### config.mk
export PLATFORM = sky130hd
export DESIGN_NAME = board_io_cond
export DESIGN_NICKNAME = d
export VERILOG_FILES = /design/src/rtl/board_io_cond_pkg.sv /design/src/rtl/board_io_cond_debounce.sv /design/src/rtl/board_io_cond.sv
export SDC_FILE = /design/constraint.sdc
export NUM_CORES = 1
export LEC_CHECK = 0
export CORE_MARGIN = 2
export CORE_UTILIZATION = 35
export CTS_CLUSTER_SIZE = 16
export DETAILED_ROUTE_END_ITERATION = 10
export SYNTH_ARGS = -nofsm -noshare
export SYNTH_HDL_FRONTEND = slang
export SYNTH_SLANG_ARGS = --single-unit
### constraint.sdc
create_clock -name clk -period 3.2 [get_ports clk]
set_clock_uncertainty 0.05 [all_clocks]
set_input_delay 0.64 -clock clk [delete_from_list [all_inputs] [get_ports clk]]
set_output_delay 0.64 -clock clk [all_outputs]
set_load 0.02 [all_outputs]
### src/rtl/board_io_cond_pkg.sv
// Shared types and board defaults for the button/activity conditioner.
// Imported by the debounce channel and the top.
package board_io_cond_pkg;

  localparam int NSW_DEF        = 4;
  localparam int NACT_DEF       = 4;
  localparam int DEBOUNCE_W_DEF = 16;
  localparam int STRETCH_W_DEF  = 22;

  // Activity bit positions as wired on the board.
  localparam int ACT_SPARE   = 0;
  localparam int ACT_UART_RX = 1;
  localparam int ACT_UART_TX = 2;
  localparam int ACT_SPI_CSN = 3;

  typedef struct packed {
    logic s1;
    logic s2;
    logic s3;
  } sync3_t;

  function automatic logic toggled(input sync3_t s);
    return s.s2 ^ s.s3;
  endfunction

endpackage

### src/rtl/board_io_cond_debounce.sv
// One switch channel: two-flop sync, stable-time counter,
// debounced level and registered edge pulses.
module io_debounce
  import board_io_cond_pkg::*;
#(
  parameter int   DEBOUNCE_W = DEBOUNCE_W_DEF,
  parameter logic RST_VAL    = 1'b1
) (
  input  logic clk,
  input  logic rst,
  input  logic raw,
  output logic db,
  output logic rise,
  output logic fall
);

  localparam logic [DEBOUNCE_W-1:0] ONE = 1;

  logic                  s1;
  logic                  s2;
  logic [DEBOUNCE_W-1:0] cnt;
  logic [DEBOUNCE_W-1:0] cnt_nxt;
  logic                  db_nxt;
  logic                  rise_nxt;
  logic                  fall_nxt;

  always_comb begin
    cnt_nxt  = '0;
    db_nxt   = db;
    rise_nxt = 1'b0;
    fall_nxt = 1'b0;
    if (s2 != db) begin
      if (cnt == '1) begin
        db_nxt   = s2;
        rise_nxt = s2;
        fall_nxt = ~s2;
      end else begin
        cnt_nxt = cnt + ONE;
      end
    end
  end

  always_ff @(posedge clk) begin
    if (rst) begin
      s1   <= RST_VAL;
      s2   <= RST_VAL;
      cnt  <= '0;
      db   <= RST_VAL;
      rise <= 1'b0;
      fall <= 1'b0;
    end else begin
      s1   <= raw;
      s2   <= s1;
      cnt  <= cnt_nxt;
      db   <= db_nxt;
      rise <= rise_nxt;
      fall <= fall_nxt;
    end
  end

endmodule

### src/rtl/board_io_cond.sv
// Board input conditioner: debounced buttons with edge pulses
// and LED stretching of short activity on UART/SPI lines.
module board_io_cond
  import board_io_cond_pkg::*;
#(
  parameter int NSW        = NSW_DEF,
  parameter int NACT       = NACT_DEF,
  parameter int DEBOUNCE_W = DEBOUNCE_W_DEF,
  parameter int STRETCH_W  = STRETCH_W_DEF,
  parameter logic [NSW-1:0]  RST_SW   = '1,
  parameter logic [NACT-1:0] ACT_IDLE = '1
) (
  input  logic            clk,
  input  logic            rst,
  input  logic [NSW-1:0]  sw_raw,
  input  logic [NACT-1:0] act_in,
  output logic [NSW-1:0]  sw_db,
  output logic [NSW-1:0]  sw_rise,
  output logic [NSW-1:0]  sw_fall,
  output logic [NACT-1:0] act_led
);

  localparam logic [STRETCH_W-1:0] ONE = 1;

  for (genvar i = 0; i < NSW; i++) begin : g_sw
    io_debounce #(
      .DEBOUNCE_W (DEBOUNCE_W),
      .RST_VAL    (RST_SW[i])
    ) u_db (
      .clk  (clk),
      .rst  (rst),
      .raw  (sw_raw[i]),
      .db   (sw_db[i]),
      .rise (sw_rise[i]),
      .fall (sw_fall[i])
    );
  end

  for (genvar j = 0; j < NACT; j++) begin : g_act
    sync3_t               sy;
    logic [STRETCH_W-1:0] cnt;
    logic [STRETCH_W-1:0] cnt_nxt;
    logic                 led;

    // A fresh edge always reloads, even on the cycle the count expires.
    always_comb begin
      cnt_nxt = cnt;
      if (toggled(sy)) begin
        cnt_nxt = '1;
      end else if (cnt != '0) begin
        cnt_nxt = cnt - ONE;
      end
    end

    always_ff @(posedge clk) begin
      if (rst) begin
        sy  <= '{s1: ACT_IDLE[j], s2: ACT_IDLE[j], s3: ACT_IDLE[j]};
        cnt <= '0;
        led <= 1'b0;
      end else begin
        sy  <= '{s1: act_in[j], s2: sy.s1, s3: sy.s2};
        cnt <= cnt_nxt;
        led <= (cnt_nxt != '0);
      end
    end

    assign act_led[j] = led;
  end

endmodule
==> metrics, run 1 <==
I/O Buffers 25; fin crit share 90.9%; Syn-to-layout area delta 12.6%; Total GRT Usage 13.3%; CP startpoint kind register; Synth Area in Simple Gates 27.5%; global placer's final weighted congestion 0.843; CTS tree built; DRC viols 0; Die Ht 161 um; Crit. End Element register; CP Max Fanout 7; initial antenna violation count 0; Starting Density 35.7%; worst r2r src g_act[1].cnt[0]; final wirelength 16800 um; CTS Buf Count 17; area used by multi-input combinational logic 4570 um2; wire length per cell 12.4 um; Final Max Tran Viols 0; vias 6765; adder-cell share of the synthesized area 1.15%; final setup fails 0; Yosys Warn Count 0; Final ANT Viol Nets 0; worst-margin pin slew 0.822 ns; required time of the worst setup path 3.44 ns; top_reg_cell synth dfxtp_1; peak supply drop 0.334 mV; commonest non-fill, non-tap cells in the layout 188 x dfxtp_1, 152 x nor2_1, 89 x a21oi_1; # resized after CTS 0; RSZ-0062 raised after global routing false; Die W 161 um; DRT iter0 DRCs 377; syn_nets 1036; vias per cell 4.98; crit path from g_act[1].cnt[0]; post-synth cell types 64; Rel. slew slack 45.0%; Pleak 0.00347 uW; Synth Register Bits 188; hold path startpoint g_sw[2].u_db.s1; Clock Latency Late Sink 0.43 ns; vias in the first global route 6442; FP Rows 57; Diodes inserted 0; layout cell share with drive strength beyond 1 7.93%; Compound-Gate Fraction of Synth Area 10.9%; Synth Area in XOR/XNOR 12.4%; largest net degree at the start of global routing 109; Post-DP HPWL 11300 um; Worst Hold Class reg -> reg; Post-Synthesis Cells 1018; Final Hold Vio Count 0; drt pass-1 iters 5; Max Fclk 344 MHz; grt ovf 0; setup TNS 0 ns; post-CTS setup buffer count 0; sequential element share of the synthesized area 43.4%; core area 24300 um2; largest family of logic cells by synthesized area simple AND/OR/NAND/NOR gates; Tmin final 2.91 ns; FF/Latch Area 3760 um2; Post-synth ARST share 0%; overall power 6100 uW; full die area 26100 um2; Max clock buf depth 2; post-synthesis mux area share 0.591%; WP data arrival 3.15 ns; R2R Setup Slk 0.29 ns; Power Density 624 nW/um2; Reg clk slew, reported paths 0.07 ns; H-tree depth 4; status completed; Ports 26; syn_area_per_cell 8.52 um2; max cap viols 0; number of enable flip-flop cells after synthesis 0; Fill cells 2414; root buffer cell clkbuf_16; Post-CTS Hold Fix Bufs 0; kind of critical path reg -> reg; Mapped Area 8670 um2; first-pass GRT wire length 29400 um; most common cell after layout, fill and taps aside dfxtp_1; Clock Sinks 188; Nets 1039
==> cell usage after synthesis, types with 3 or more instances <==
cell	number	area (um2)
or4_1	12	90.1
nor2_1	152	571
o31ai_1	3	22.5
and2_1	3	18.8
dfxtp_1	188	3760
ha_1	8	100
o21ai_0	12	60.1
mux2i_1	4	40.0
or2_2	23	144
nand3_1	53	265
buf_4	16	120
o21a_1	3	22.5
a41oi_1	3	26.3
or3_1	24	150
clkbuf_1	30	113
nand2_1	56	210
inv_1	23	86.3
nand3b_1	3	22.5
buf_2	4	20.0
nand2b_1	15	93.8
nand4_1	13	81.3
o211ai_1	4	30.0
or4b_1	3	30.0
a2111oi_0	3	26.3
a21oi_1	89	445
a211o_1	3	26.3
nor3_1	35	175
and4_1	3	26.3
a31oi_1	12	75.1
xor2_1	65	569
o21ai_1	5	25.0
nor4_1	21	131
xnor2_1	58	508
nor3b_1	3	22.5
a21o_1	5	37.5
nor2b_1	3	18.8
and3_1	22	138
nor4_2	3	37.5
==> per-layer routing <==
| metal | track usage [%] | part of all wire (%) |
|---|---|---|
| met1 | 17.9 | 51 |
| met2 | 21.2 | 45 |
| met3 | 3.08 | 3.2 |
| met4 | 4.18 | 1.3 |
| met5 | 0 | 0 |
==> path summary, 6_finish.rpt <==
path                          end  cells past startpoint
setup reg to reg     g_act[1].led                      8
hold reg to reg   g_sw[2].u_db.s2                      1
setup / recovery     g_act[1].led                      8
hold / removal    g_sw[2].u_db.s2                      1
==> state kept, by name, indices dropped and copies added, names as in the netlist <==
signal	flops
g_act.cnt	88
g_sw.u_db.rise	4
g_sw.u_db.s1	4
g_act.sy	12
g_act.led	4
g_sw.u_db.fall	4
g_sw.u_db.cnt	64
g_sw.u_db.db	4
g_sw.u_db.s2	4
==> per-stage QoR <==
stage / instance area (um2) / hold slack (ns) / setup slack (ns) / cells / utilization [%]
after CTS: 9770 / 0.361 / 0.300 / 1358 / 40.2
after global routing: 9770 / 0.369 / 0.00734 / 1358 / 40.2
after global placement: 9160 / 0.342 / 0.392 / 1326 / 37.7
after detailed placement: 9160 / 0.343 / 0.324 / 1326 / 37.7
after floorplan: 8670 / 0.339 / 0.469 / 1018 / -
final: 9770 / 0.359 / 0.290 / 1358 / 40.2
==> where the power goes <==
group | switching [uW] | internal (uW) | total, uW
Clock | 995 | 1140 | 2140
Combinational | 687 | 517 | 1200
Sequential | 226 | 2530 | 2750
==> critical path: stages, from the launching register on <==
cell,delay [ns]
dfxtp_1,0.35
inv_1,0.10
ha_1,0.24
or4b_1,0.53
or3_1,0.50
nand2b_1,0.29
or4_1,0.44
o311ai_1,0.11
a41oi_1,0.15
==> cell type report <==
type | count | area share [%]
multi-input cells | 756 | 46.7
flip-flops and latches | 188 | 38.5
clock buffers | 18 | 4.49
well taps | 324 | 4.15
repair buffers | 35 | 3.43
clock inverters | 14 | 1.78
inverters | 23 | 0.883
==> cells by family after synthesis <==
family                   count (synthesis)
AND/OR/NAND/NOR                        463
AO/OA/AOI/OAI                          157
adder cells (fa/ha/maj)                  8
buffers and inverters                   74
XOR/XNOR                               123
multiplexers                             5
flip-flops                             188
No activity file was read; power rests on OpenSTA's default activity.
==> run 2: changes to the inputs <==
DONT_BUFFER_PORTS = 1   (was unset)
SYNTH_HIERARCHICAL = 1   (was unset)
==> metrics, run 2 <==
worst-margin pin slew 0.953 ns; grt ovf 0; top cell type's share of synthesized area 42.3%; Min-Delay Endpoint g_sw[1].u_db/s1; CTS Buf Count 17; Mapped Area 8890 um2; global placer's final weighted congestion 0.861; Die Ht 163 um; Diodes inserted 0; most common cell after layout, fill and taps aside dfxtp_1; P_sw 1870 uW; largest registers g_act.cnt x88, g_sw.u_db/cnt x64, g_act.sy x12; most frequent cell after synthesis dfxtp_1; Largest register FFs 88; vias 7085; r2r endpoint g_act[1].led; Max Fclk 336 MHz; drt pass-1 iters 4; Nets 1042; Clk pwr share 35.1%; Net Sw Frac 31.0%; Crit. End Element register; Tmin final 2.97 ns; Final Max Tran Viols 0; FF-to-FF path depth 9; status completed; Reg clk slew, reported paths 0.08 ns; Sequential Power Share 45.5%; Clock Sinks 188; Post-synth ARST share 0%; R2R Setup Slk 0.23 ns; cells along the critical path inv_1, ha_1, or4b_1, or3_4, o31a_1, a311oi_1, nand4b_1, a211oi_1, a41oi_1; Syn-to-layout area delta 10.5%; crit path from g_act[1].cnt[0]; final wirelength 17700 um; Pleak 0.00345 uW; largest area contributor in the synthesized netlist dfxtp_1; full die area 26700 um2; largest net degree at the start of global routing 129; setup TNS 0 ns; max cap viols 0; number of enable flip-flop cells after synthesis 0; I/O Buffers 0; syn_nets 1047; pre-CTS setup slack 0.276 ns; Ports 26; top post-synthesis cells by count 188 x dfxtp_1, 126 x nor2_1, 77 x a21oi_1; Max clock buf depth 2; CP startpoint kind register; Rel. slew slack 36.1%; root buffer cell clkbuf_16; vias per cell 5.18; slowest cell on the critical path or4b_1; FF/Latch Area 3760 um2; Clock Latency Late Sink 0.43 ns; top_reg_cell synth dfxtp_1; H-tree depth 4; # resized after CTS 0; first-pass GRT wire length 30500 um; CP Max Fanout 6; peak supply drop 0.301 mV; Post-DP HPWL 11800 um; WP data arrival 3.22 ns; Yosys Warn Count 6; Worst Hold Class in -> reg; Final ANT Viol Nets 0; wire length per cell 12.9 um; post-synth cell types 68; Biggest register g_act.cnt; Synth Register Bits 188; final setup fails 0; utilization after layout 39.3%; hold path startpoint sw_raw[1]; dpl cell area 9240 um2; final instance area 9830 um2; FP Rows 58; CP max stage delay 0.53 ns; initial antenna violation count 0; required time of the worst setup path 3.45 ns; worst r2r src g_act[1].cnt[0]; vias in the first global route 6636; Comb power frac 19.4%; Area contributors post-synth dfxtp_1 42%, xnor2_1 6.1%, nor2_1 5.3%, a21oi_1 4.3%, xor2_1 4.2%; DP Cell Count 1335; core area 25000 um2; kind of critical path reg -> reg; fin crit share 92.9%; area used by multi-input combinational logic 4890 um2; final std cells w/o fill 1367; Pint 4180 uW; commonest non-fill, non-tap cells in the layout 188 x dfxtp_1, 126 x nor2_1, 77 x a21oi_1; Final WS setup 0.226 ns; Power Density 615 nW/um2; Post-CTS Hold Fix Bufs 0; hold path cells 1; Starting Density 35.5%; Total GRT Usage 13.6%; CTS tree built; sequential element share of the synthesized area 42.3%; Fill cells 2519; post-CTS setup buffer count 0; Die W 163 um; DRC viols 0; layout cell share with drive strength beyond 1 9.55%; DRT iter0 DRCs 554; Final Hold Vio Count 0; syn_area_per_cell 8.64 um2; RSZ-0062 raised after global routing false; Post-Synthesis Cells 1029
## run 2: cell types whose count changed after synthesis, sizes merged, moves of 6 or more
cell / delta
buf: -10
nand2: +17
o31ai: +8
nand3: +6
mux2i: +12
or3: -7
and4: +10
nand4: +6
nor2: -26
nor3: +13
a21oi: -12
and3: -8
a31oi: +7
xor2: -22
## run 2: cells by family (layout without fill, tap and decap cells)
| logic type | after synthesis | after routing | synth area share (%) |
|---|---|---|---|
| simple gates | 485 | 485 | 29.6 |
| compound gates | 167 | 167 | 11.7 |
| xor+xnor | 105 | 105 | 10.3 |
| flops | 188 | 188 | 42.3 |
| buf+inv | 57 | 65 | 2.74 |
| fa+ha+maj | 8 | 8 | 1.13 |
| mux | 19 | 19 | 2.18 |
## run 2: per-stage QoR
stage          hold slack, ns  power, uW
2_1_floorplan           0.339       3720
3_3_place_gp            0.341       3960
3_5_place_dp            0.343       3960
4_1_cts                 0.238       6100
5_1_grt                 0.231       6390
6_report                0.256       6050
## run 2: metal layers
metal,GRT usage [%],up-vias,share of wire [%]
met5,0,-,0
met4,4.75,0,1.4
met1,17.8,3287,50
met2,22.4,95,46
met3,2.69,18,3.0
li1,-,3685,-
## run 2: cell type report
type | instances | area share [%]
Tap cell | 330 | 4.20
Sequential cell | 188 | 38.3
Clock buffer | 19 | 4.50
Multi-Input combinational cell | 784 | 49.8
Inverter | 21 | 0.802
Clock inverter | 13 | 1.53
Timing Repair Buffer | 12 | 0.916
## run 2: power by group through the flow
stage | sequential [uW] | combinational [uW] | clock [uW]
2_1_floorplan | 2730 | 993 | 0
3_3_place_gp | 2800 | 1160 | 0
3_5_place_dp | 2800 | 1160 | 0
4_1_cts | 2750 | 1170 | 2190
5_1_grt | 2790 | 1330 | 2280
6_report | 2750 | 1170 | 2120
## run 2: worst max-delay path, delay by kind of cell, from the launching register on
kind                     cells  cell delay (ns)
adder cells (fa/ha/maj)      1             0.24
flip-flops                   1             0.36
AND/OR/NAND/NOR              3             1.07
AO/OA/AOI/OAI                4             1.02
buffers and inverters        1             0.09
## run 2: how the worst max path moves through the flow
stage                              end  slack (ns)  cells past startpoint
final                     g_act[1].led        0.23                      9
after detailed placement  g_act[1].led        0.28                      9
after CTS                 g_act[1].led        0.26                      9
after global placement    g_act[1].led        0.38                      9
after global routing      g_act[1].led        0.03                      9
after floorplan           g_act[1].led        0.53                      9
==> edit: new RTL, settings of run 2 <==
Reset style: asynchronous (`rst`), changed in 2 clocked blocks.
--- a/src/rtl/board_io_cond_debounce.sv
+++ b/src/rtl/board_io_cond_debounce.sv
@@ -40,7 +40,7 @@
     end
   end
 
-  always_ff @(posedge clk) begin
+  always_ff @(posedge clk or posedge rst) begin
     if (rst) begin
       s1   <= RST_VAL;
       s2   <= RST_VAL;
--- a/src/rtl/board_io_cond.sv
+++ b/src/rtl/board_io_cond.sv
@@ -52,7 +52,7 @@
       end
     end
 
-    always_ff @(posedge clk) begin
+    always_ff @(posedge clk or posedge rst) begin
       if (rst) begin
         sy  <= '{s1: ACT_IDLE[j], s2: ACT_IDLE[j], s3: ACT_IDLE[j]};
         cnt <= '0;
Check against the original RTL: differs if rst is asserted again (counterexample within 4 cycles, from zero or initial values and one cycle with rst high); with rst held inactive, the same outputs for 10 cycles.
==> edit against run 2 <==
Critical endpoint is now g_act[3].led$_DFF_PP0_; area after synthesis rose by 7.6%; largest cell class is now registers; setup slack got worse by 210 ps; routed wire length rose by 9.9%; sequential share of layout area rose by 4.4 points; die area rose by 7.4%; cell area rose by 13%; sequential cell count did not move.
Power is not compared: it rests on default switching activity, and its combinational part moved more than twofold at a synthesized area within 25%.
==> edit: results (changes against run 2) <==
[drt]
drtPass1Iterations=4  ; unchanged
wire_per_inst_um=14.0  ; +8.6%
drt-vias-per-instance=5.15  ; -0.63%
initialDrtViolationCount=526  ; -5.1%

[clocking]
cts_buffers=17  ; unchanged
ctsRootBufferMaster=clkbuf_16
htree_levels=4  ; unchanged
postCtsResizedCells=5  ; +5
cts_setup_buffers=3  ; +3
clockBufferDepth=2  ; unchanged
clkLatencyLatePin_ps=440
clkTransAtPathRegs_ps=70

[logic_synthesis]
synth-warning-count=6  ; unchanged
ys.flop_type=dfrtp_1
synth_area_leaders=dfrtp_1 (43%), xnor2_1 (8.7%), dfstp_2 (6.6%), nor2_1 (4.3%), nand2_1 (3.8%)
ys_seq_area_frac=0.495  ; +0.0715
synth_cell_types=71  ; +4.4%
synth_nets=983  ; -6.1%
synth_common_cells=dfrtp_1 (164), nor2_1 (109), nand2_1 (98)
synth-async-reset-ratio=1.00  ; +1.00

[placed_design]
post-place-ws_ps=-61.2  ; -337 ps
gp_congestion=0.846  ; -1.8%
dpl_cell_area_um2=10400  ; +12%
hpwl_mm=13.1  ; +11%

[grt]
grt_pass1_wl_mm=33.9  ; +11%
grt_use_met1=0.193  ; +0.0157
use_met3=0.0392  ; +0.0123
antenna_found_initial=0  ; unchanged
grt_pass1_vias=7150  ; +7.7%
grt_usage=0.144  ; +0.00791
grt_max_degree=105  ; -19%
met2_usage=0.227  ; +0.00240

[worst_setup_path]
reg2regPathDepth=9  ; unchanged
cp.arrival_ps=3450  ; +230 ps
r2r-start=g_act[3].cnt[0]$_DFF_PP0_
worst-path-max-fanout=3  ; -3
worst-setup-path-type=reg -> reg
reg2reg_to=g_act[3].led$_DFF_PP0_
r2r_setup_slack_ps=10  ; -210 ps

[hold_path]
min_path_cells=0  ; -1
hold_class=in -> reg
holdPathEnd=g_act[3].sy[2]$_DFF_PP1_
hold_start=act_in[3]

[sta]
maxSlewHeadroom=0.466  ; +0.105
holdWs_ps=135  ; -121 ps
layout_min_cycle_time_ps=3190  ; +214 ps

[layout]
nets=1047  ; +0.48%
reg_top3=g_act.cnt (88), g_sw.u_db/cnt (64), g_act.sy (12)
antenna_cells=0  ; unchanged
drive_gt1_frac=0.174  ; +0.0782

[pwr]
p_leak_nw=3.85
cell_internal_pwr_mw=3.68
irDropWorstVdd_mv=0.359

[outcome]
status=completed

## edit: logic make-up (layout without fill, tap and decap cells)
| group | count (synthesis) | after routing | share of synthesized area |
|---|---|---|---|
| simple gates | 471 | 471 | 0.273 |
| flops | 188 | 188 | 0.495 |
| fa+ha+maj | 8 | 8 | 0.0105 |
| buf+inv | 66 | 143 | 0.0315 |
| xor+xnor | 114 | 114 | 0.104 |
| mux | 9 | 9 | 0.0118 |
| compound gates | 109 | 109 | 0.0744 |
## edit: per-stage QoR
step           utilization  cells  setup TNS [ps]  total power, mW
6_report             0.413   1383               0             4.89
3_3_place_gp         0.386   1345               0             2.81
5_1_grt              0.413   1383            -184             5.10
2_1_floorplan            -    965               0             2.71
3_5_place_dp         0.386   1345           -75.4             2.81
4_1_cts              0.410   1380               0             4.96
## edit: per-layer routing
| layer | part of all wire | routed length (µm) |
|---|---|---|
| met4 | 0.012 | 235 |
| met3 | 0.041 | 793 |
| met5 | 0 | 0 |
| met2 | 0.46 | 8910 |
| met1 | 0.49 | 9460 |
## edit: critical path, cell delays in order, from the launching register on
cell      delay [ps]
dfrtp_1          390
inv_2             80
ha_4             130
or4b_4           470
nand3b_1         240
nor4_2           350
xnor2_1          160
nand2_1           90
or4_1            550
or4_4            540
## edit: power by group through the flow
stage	combinational, mW	clock, mW	sequential [mW]
4_1_cts	0.293	2.19	2.48
2_1_floorplan	0.193	0	2.52
5_1_grt	0.330	2.29	2.49
3_5_place_dp	0.290	0	2.52
3_3_place_gp	0.287	0	2.52
6_report	0.291	2.12	2.48
## edit: cell type report
cell class                 count  area [µm²]
clock inverter                13         154
sequential                   188        4730
fill                        2595       15800
timing repair buffer          75         576
tap                          341         427
inverter                      36         139
clock buffer                  19         443
multi-input combinational    711        4630
